## config.mk

```make
export PLATFORM = sky130hd
export DESIGN_NAME = button_debounce
export DESIGN_NICKNAME = d
export VERILOG_FILES = /design/src/rtl/btn_pkg.sv /design/src/rtl/sync_2ff.sv /design/src/rtl/button_debounce.sv
export SDC_FILE = /design/constraint.sdc
export NUM_CORES = 1
export LEC_CHECK = 0
export CORE_UTILIZATION = 40
export CTS_CLUSTER_SIZE = 12
export DETAILED_ROUTE_END_ITERATION = 6
export PLACE_DENSITY_LB_ADDON = 0.05
export SETUP_SLACK_MARGIN = 0.05
export SLEW_MARGIN = 40
export SYNTH_ARGS = -nofsm -noshare
export SYNTH_HDL_FRONTEND = slang
export SYNTH_HIERARCHICAL = 1
export SYNTH_SLANG_ARGS = --single-unit
```

## constraint.sdc

```tcl
create_clock -name CLK -period 3.3 [get_ports CLK]
set_input_delay 0.99 -clock CLK [delete_from_list [all_inputs] [get_ports CLK]]
set_output_delay 0.99 -clock CLK [all_outputs]
set_load 0.01 [all_outputs]
```

## src/rtl/btn_pkg.sv

```systemverilog
// ---------------------------------------------------------------------------
// btn_pkg
// Shared definitions for the push-button debouncer:
//   btn_state_t               - debouncer FSM state encoding
//   DEFAULT_DEBOUNCE_CYCLES   - 10 ms stability window at 12 MHz
//   DEFAULT_LONG_PRESS_CYCLES - 1 s long-press threshold at 12 MHz
//   COUNT_W                   - width of the accepted-press counter (LED4..LED0)
// ---------------------------------------------------------------------------
package btn_pkg;

  typedef enum logic [1:0] {
    IDLE       = 2'd0,
    DB_PRESS   = 2'd1,
    HELD       = 2'd2,
    DB_RELEASE = 2'd3
  } btn_state_t;

  localparam int DEFAULT_DEBOUNCE_CYCLES   = 120000;
  localparam int DEFAULT_LONG_PRESS_CYCLES = 12000000;
  localparam int COUNT_W                   = 5;

endpackage

```

## src/rtl/sync_2ff.sv

```systemverilog
// ---------------------------------------------------------------------------
// sync_2ff
// Two-flop synchronizer for a single asynchronous bit.
//   CLK - destination clock
//   RST - synchronous active-high reset, loads both flops with RESET_VAL
//   D   - asynchronous input
//   Q   - synchronized output (two CLK cycles of latency)
// ---------------------------------------------------------------------------
module sync_2ff #(
  parameter logic RESET_VAL = 1'b0
) (
  input  logic CLK,
  input  logic RST,
  input  logic D,
  output logic Q
);

  logic meta_reg;
  logic sync_reg;

  always_ff @(posedge CLK) begin
    if (RST) begin
      meta_reg <= RESET_VAL;
      sync_reg <= RESET_VAL;
    end else begin
      meta_reg <= D;
      sync_reg <= meta_reg;
    end
  end

  assign Q = sync_reg;

endmodule

```

## src/rtl/button_debounce.sv

```systemverilog
// ---------------------------------------------------------------------------
// button_debounce
// Debounces a raw push-button pin and derives press/release/long-press
// events plus a 5-bit accepted-press counter.
//   CLK           - 12 MHz clock
//   RST           - synchronous active-high reset
//   BTN           - raw asynchronous button pin (polarity set by ACTIVE_LOW)
//   PRESSED       - debounced level, 1 while the button is accepted as held
//   PRESS_PULSE   - one-cycle strobe when a press is accepted
//   RELEASE_PULSE - one-cycle strobe when a release is accepted
//   LONG_PULSE    - one-cycle strobe when a held press reaches
//                   LONG_PRESS_CYCLES
//   COUNT         - accepted-press counter, wraps 31 -> 0
// Edge-to-strobe latency is DEBOUNCE_CYCLES+3 for both press and release.
// ---------------------------------------------------------------------------
module button_debounce
  import btn_pkg::*;
#(
  parameter int DEBOUNCE_CYCLES   = DEFAULT_DEBOUNCE_CYCLES,
  parameter int LONG_PRESS_CYCLES = DEFAULT_LONG_PRESS_CYCLES,
  parameter bit ACTIVE_LOW        = 1'b1
) (
  input  logic               CLK,
  input  logic               RST,
  input  logic               BTN,
  output logic               PRESSED,
  output logic               PRESS_PULSE,
  output logic               RELEASE_PULSE,
  output logic               LONG_PULSE,
  output logic [COUNT_W-1:0] COUNT
);

  localparam int DB_W   = $clog2(DEBOUNCE_CYCLES) + 1;
  localparam int HOLD_W = $clog2(LONG_PRESS_CYCLES) + 1;

  localparam logic [DB_W-1:0]   DB_LAST   = DB_W'(DEBOUNCE_CYCLES - 1);
  localparam logic [HOLD_W-1:0] HOLD_MAX  = HOLD_W'(LONG_PRESS_CYCLES);
  localparam logic [HOLD_W-1:0] HOLD_LAST = HOLD_W'(LONG_PRESS_CYCLES - 1);

  generate
    if (DEBOUNCE_CYCLES < 2) begin : g_bad_debounce
      $error("button_debounce: DEBOUNCE_CYCLES must be at least 2");
    end
    if (LONG_PRESS_CYCLES <= DEBOUNCE_CYCLES) begin : g_bad_long_press
      $error("button_debounce: LONG_PRESS_CYCLES must exceed DEBOUNCE_CYCLES");
    end
  endgenerate

  // Normalize polarity before synchronizing so the synchronizer reset value
  // always means "not pressed".
  logic btn_pressed;
  logic sync_pressed;

  assign btn_pressed = ACTIVE_LOW ? ~BTN : BTN;

  sync_2ff #(
    .RESET_VAL (1'b0)
  ) u_sync (
    .CLK (CLK),
    .RST (RST),
    .D   (btn_pressed),
    .Q   (sync_pressed)
  );

  btn_state_t         state_reg,         state_next;
  logic [DB_W-1:0]    db_cnt_reg,        db_cnt_next;
  logic [HOLD_W-1:0]  hold_cnt_reg,      hold_cnt_next;
  logic [COUNT_W-1:0] count_reg,         count_next;
  logic               press_pulse_reg,   press_pulse_next;
  logic               release_pulse_reg, release_pulse_next;
  logic               held_state;

  assign held_state = (state_reg == HELD) || (state_reg == DB_RELEASE);

  // State register
  always_ff @(posedge CLK) begin
    if (RST) begin
      state_reg         <= IDLE;
      db_cnt_reg        <= '0;
      hold_cnt_reg      <= '0;
      count_reg         <= '0;
      press_pulse_reg   <= 1'b0;
      release_pulse_reg <= 1'b0;
    end else begin
      state_reg         <= state_next;
      db_cnt_reg        <= db_cnt_next;
      hold_cnt_reg      <= hold_cnt_next;
      count_reg         <= count_next;
      press_pulse_reg   <= press_pulse_next;
      release_pulse_reg <= release_pulse_next;
    end
  end

  // Next-state logic
  always_comb begin
    state_next         = state_reg;
    db_cnt_next        = db_cnt_reg;
    hold_cnt_next      = hold_cnt_reg;
    count_next         = count_reg;
    press_pulse_next   = 1'b0;
    release_pulse_next = 1'b0;

    // Hold time keeps running through release bounces and saturates so a
    // long hold can never wrap and retrigger LONG_PULSE.
    if (held_state && (hold_cnt_reg != HOLD_MAX)) begin
      hold_cnt_next = hold_cnt_reg + 1'b1;
    end

    unique case (state_reg)
      IDLE: begin
        if (sync_pressed) begin
          state_next  = DB_PRESS;
          db_cnt_next = '0;
        end
      end

      DB_PRESS: begin
        if (!sync_pressed) begin
          state_next = IDLE;
        end else if (db_cnt_reg == DB_LAST) begin
          state_next       = HELD;
          press_pulse_next = 1'b1;
          hold_cnt_next    = '0;
          count_next       = count_reg + 1'b1;
        end else begin
          db_cnt_next = db_cnt_reg + 1'b1;
        end
      end

      HELD: begin
        if (!sync_pressed) begin
          state_next  = DB_RELEASE;
          db_cnt_next = '0;
        end
      end

      DB_RELEASE: begin
        // The release strobe is raised while still in DB_RELEASE so that
        // PRESSED drops one cycle after RELEASE_PULSE; the release is
        // already accepted at that point, so the exit to IDLE is unconditional.
        if (release_pulse_reg) begin
          state_next = IDLE;
        end else if (sync_pressed) begin
          state_next = HELD;
        end else if (db_cnt_reg == DB_LAST) begin
          release_pulse_next = 1'b1;
        end else begin
          db_cnt_next = db_cnt_reg + 1'b1;
        end
      end

      default: begin
        state_next = IDLE;
      end
    endcase
  end

  // Output logic
  always_comb begin
    PRESSED       = held_state;
    PRESS_PULSE   = press_pulse_reg;
    RELEASE_PULSE = release_pulse_reg;
    LONG_PULSE    = held_state && (hold_cnt_reg == HOLD_LAST);
    COUNT         = count_reg;
  end

endmodule

```

Word-level counts from Yosys, hierarchy flattened. Index checks and enable logic that the tools add are counted.

Bits in registers: 54. Input bits: 3.

Add/subtract/negate cells: 3. Equal/unequal tests: 13. Multiplexer cells: 19. Bitwise logic cells: 4. Reduce and logical (&&, ||, !) cells: 9.

Operators with widths (number): $mux W18 (6); $mux W25 (4); $pmux W18 S4 (1); $add A25 B1 Y25 const B (1); $eq A25 B24 Y1 const B (1); $ne A25 B24 Y1 const B (1); $add A18 B1 Y18 const B (1); $eq A18 B17 Y1 const B (1); $mux W2 (6); $pmux W2 S4 (1); $ne A2 B2 Y1 const B (3); $add A5 B1 Y5 const B (1); $reduce_and A5 Y1 (1); $eq A2 B2 Y1 const B (2); $ne A2 B1 Y1 const B (2); $not A1 Y1 (4); $reduce_and A4 Y1 (1); $reduce_or A4 Y1 (1); $ne A3 B2 Y1 const B (1); $ne A3 B3 Y1 const B (1); $reduce_and A3 Y1 (1); $reduce_or A3 Y1 (1); $eq A2 B1 Y1 const B (1); $logic_and A1 B1 Y1 (2); 3 further kinds (3).

Depth between registers and ports, before layout.
Word-level depth: 7. Gate-level depth with buffers: 9.

By module. The synthesis kept the hierarchy.

Modules (own cells, without submodules): button_debounce (times used 1, cells each 295, area each 2526.2 um2, sequential area each 1041.0 um2); sync_2ff (times used 1, cells each 4, area each 52.6 um2, sequential area each 40.0 um2).

Worst setup path before layout. OpenSTA, ideal clock, no wires.

Path kind: register to output. Start: reg hold_cnt_reg[1]. End: out LONG_PULSE. Arrival time: 1136 ps. Required time: 2310 ps. Slack: 1174 ps. Stages on the path, launching flop included: 4. Buffers on the path: 0. Cells stage by stage: dfxtp_1 -> ha_1 -> nand4_1 -> nor4_1.

Word-level cells in the longest chain between the ends: 2.

Ends and longest elaborated chain: from (decl) (RTL line button_debounce.sv:67) `logic [HOLD_W-1:0] hold_cnt_reg, hold_cnt_next;`; from (signal assigned) (RTL line button_debounce.sv:87) `hold_cnt_reg <= hold_cnt_next;`; $eq A25 B24 Y1 (RTL line button_debounce.sv:163) `LONG_PULSE = held_state && (hold_cnt_reg == HOLD_LAST);`; $logic_and A1 B1 Y1 (RTL line button_debounce.sv:163); to (decl) (RTL line button_debounce.sv:29) `output logic LONG_PULSE,`.

No other way between the ends.

Worst setup path after layout.
Start: reg hold_cnt_reg[10]. End: out LONG_PULSE.

The elaborated chain is that of the path after synthesis.

==> results.yml <==
clock_tree:
  cts.sinks: 54
  cts_hold_buf: 0
  cts_setup_buffers: 0
  clkTransAtPathRegs_ns: 0.11
  clock_latency_ns: 0.32
  cts_inserted_buffers: 5
  cts-root-buf: "clkbuf_8"
  htreeDepth: 2
  clk_path_buf_depth: 2
  cts_resized: 0
  cts_tree: "built"
synthesis:
  synth_seq_area_share_pct: 41.92
  ys_ff_latch: 54
  synth_fp_nets: 306
  syn_area_per_cell_um2: 8.624
  ys_types: 43
  ys_warn_count: 6
  syn_inst: 299
  netlist_area_um2: 2579
global_route:
  use_met1_pct: 24.14
  grt.met2_usage_pct: 24.71
  grt.total_usage_pct: 16.90
  grt_pass1_wl_um: 8776
  grtUsageMet3_pct: 4.066
  grt_antenna_before_repair: 0
  globalRoute.busiestLayer: "met2"
  grt_pass1_vias: 1841
  grt_max_degree: 26
  overflow: 0
floorplanning:
  boundaryPins: 12
  core-area_um2: 6061
  die_y_um: 82.29
  rows: 28
  die_area_um2: 6772
  start_util_pct: 42.55
  chipWidth_um: 82.29
hold_path:
  hold_start: "u_sync/meta_reg"
  whs_endpoint: "u_sync/Q"
  hold-path-cell-count: 1
  holdCritPathClass: "reg2reg"
finish:
  fillers: 612
  drive_gt1_share_pct: 9.032
  nets: 316
  final_common_cell: "dfxtp_1"
  diodes: 0
  syn_to_final_growth_pct: 10.77
  fin_cells: 385
  final_cell_mix: "dfxtp_1 (54), nor2_1 (49), xor2_1 (21), nand2_1 (20), nand3_1 (20)"
  largest_reg_flops: 25
place:
  dp.cells: 377
  portBuffers: 11
  pre_cts_ws_ns: 0.5814
  hpwl_um: 3458
  gp_congestion: 0.7295
job:
  cap_violations: 0
sta:
  fin_setup_tns_ns: 0
  drv_slew: 0
  fin_crit_ns: 3.042
  fin_worst_skew_ns: 0.01131
  timing.fmax_ghz: 0.3288
  post-route-period-util_pct: 92.17
  worst_pin_slew_ns: 0.7593
  worst_slack_ns: 0.2584
  maxSlewHeadroom_pct: 49.38
  hold_viol: 0
  setup_viol: 0
  rsz0062_at_grt: "no"
pwr:
  comb_power_share_pct: 2.3
  pwr-share-seq_pct: 61.1
  p_leak_nw: 0.9413
  peakVddDrop_v: 0.0001827
  swShare_pct: 24.08
  p_int_uw: 814.7
  switching_power_uw: 258.4
  power_density_nw_per_um2: 375.7
  p_clk_share_pct: 36.6
worst_setup_path:
  reg2regPathDepth: 6
  criticalPathCategory: "reg2out"
  regToRegEndpoint: "hold_cnt_reg[24]"
  r2r_slack_ns: 0.95
  worstReg2RegStart: "db_cnt_reg[0]"
  worstPathArrival_ns: 2.05
  critPathRequiredTime_ns: 2.31
  crit_fanout: 6
  startpoint_type: "flip-flop"
  end_kind: "output port"
  critPathLaunch: "hold_cnt_reg[10]"
routing:
  drt_first_pass_iters: 4
  drc_errors: 0
  wire_per_inst_um: 13.20
  vias: 2044
  ant_nets: 0
  drt_iter0_drc: 99
  via_per_inst: 5.309
  wirelength_um: 5083
run_status:
  outcome: "finished, final reports clean"
## stage by stage
step	hold WS (ns)	power [mW]	area [µm²]	util [%]
3_3_place_gp	0.4276	0.6963	2763	45.58
2_1_floorplan	0.4138	0.6878	2579	-
3_5_place_dp	0.4220	0.6961	2763	45.58
6_report	0.4446	1.073	2856	47.13
5_1_grt	0.4650	1.113	2856	47.13
4_1_cts	0.4488	1.088	2856	47.13
## final cells by class
class / count / area (µm²) / area share (%)
multi-input combinational: 227 / 1425 / 49.89
sequential: 54 / 1081 / 37.85
timing repair buffer: 15 / 140.1 / 4.906
tap: 75 / 93.84 / 3.285
clock buffer: 5 / 68.82 / 2.409
clock inverter: 3 / 25.02 / 0.8760
inverter: 6 / 22.52 / 0.7884
## cells by family after synthesis
| kind of cell | count (synthesis) | share of synthesized area, % |
|---|---|---|
| muxes | 3 | 1.213 |
| AOI/OAI and AO/OA | 27 | 6.696 |
| adders and majority gates | 4 | 1.941 |
| xor gates and xnor gates | 37 | 12.57 |
| DFF | 54 | 41.92 |
| buffers and inverters | 18 | 2.814 |
| and+or+nand+nor | 156 | 32.85 |
## synth_stat cells
master	n	area share (%)
a211oi_1	1	0.29
a21o_1	1	0.29
a21oi_1	10	1.9
a311o_4	1	0.78
a31o_2	1	0.34
a31oi_1	1	0.24
and2_1	1	0.24
and3_1	5	1.2
and3_4	1	0.44
and4_1	3	1.0
and4_2	1	0.39
and4b_1	1	0.39
and4bb_1	1	0.49
and4bb_2	4	1.9
buf_1	1	0.15
buf_2	4	0.78
clkbuf_1	7	1.0
dfxtp_1	54	42
ha_1	4	1.9
inv_1	6	0.87
mux2_2	1	0.44
mux2i_1	2	0.78
nand2_1	20	2.9
nand2b_1	1	0.24
nand3_1	20	3.9
nand4_1	16	3.9
nor2_1	49	7.1
nor2b_1	4	0.97
nor3_1	6	1.2
nor3_2	1	0.39
nor3b_1	1	0.29
nor4_1	6	1.5
nor4b_1	5	1.7
o211ai_1	3	0.87
o21ai_0	7	1.4
o31ai_1	2	0.58
or2_0	1	0.24
or2_2	2	0.49
or3_1	1	0.24
or3_2	4	1.2
or4_1	2	0.58
xnor2_1	16	5.4
xor2_1	21	7.1
## power by group through the flow
stage	combinational [mW]	sequential [mW]	clock (mW)
floorplan	0.0183	0.670	0
global placement	0.0255	0.671	0
detailed placement	0.0253	0.671	0
CTS	0.0254	0.656	0.407
global route	0.0283	0.656	0.428
finish	0.0248	0.656	0.393
## worst max-delay path by stage
stage                 endpoint  slack, ns
floorplan           LONG_PULSE       1.17
global placement    LONG_PULSE       0.61
detailed placement  LONG_PULSE       0.58
CTS                 LONG_PULSE       0.21
global route        LONG_PULSE       0.07
finish              LONG_PULSE       0.26
## layer usage
| metal | share of wire [%] | vias up |
|---|---|---|
| met5 | 0 | - |
| met2 | 39 | 21 |
| met4 | 1.2 | 0 |
| li1 | - | 1068 |
| met1 | 56 | 948 |
| met3 | 3.0 | 7 |
## worst max-delay path, cell delays in order, from the launching register on
cell and delay [ns]:
dfxtp_1 0.38, nor4b_1 0.32, nand4_1 0.21, nor4_1 0.24
clkdlybuf4s50_1 0.59
Note: power is estimated with default switching activity, not from simulation.
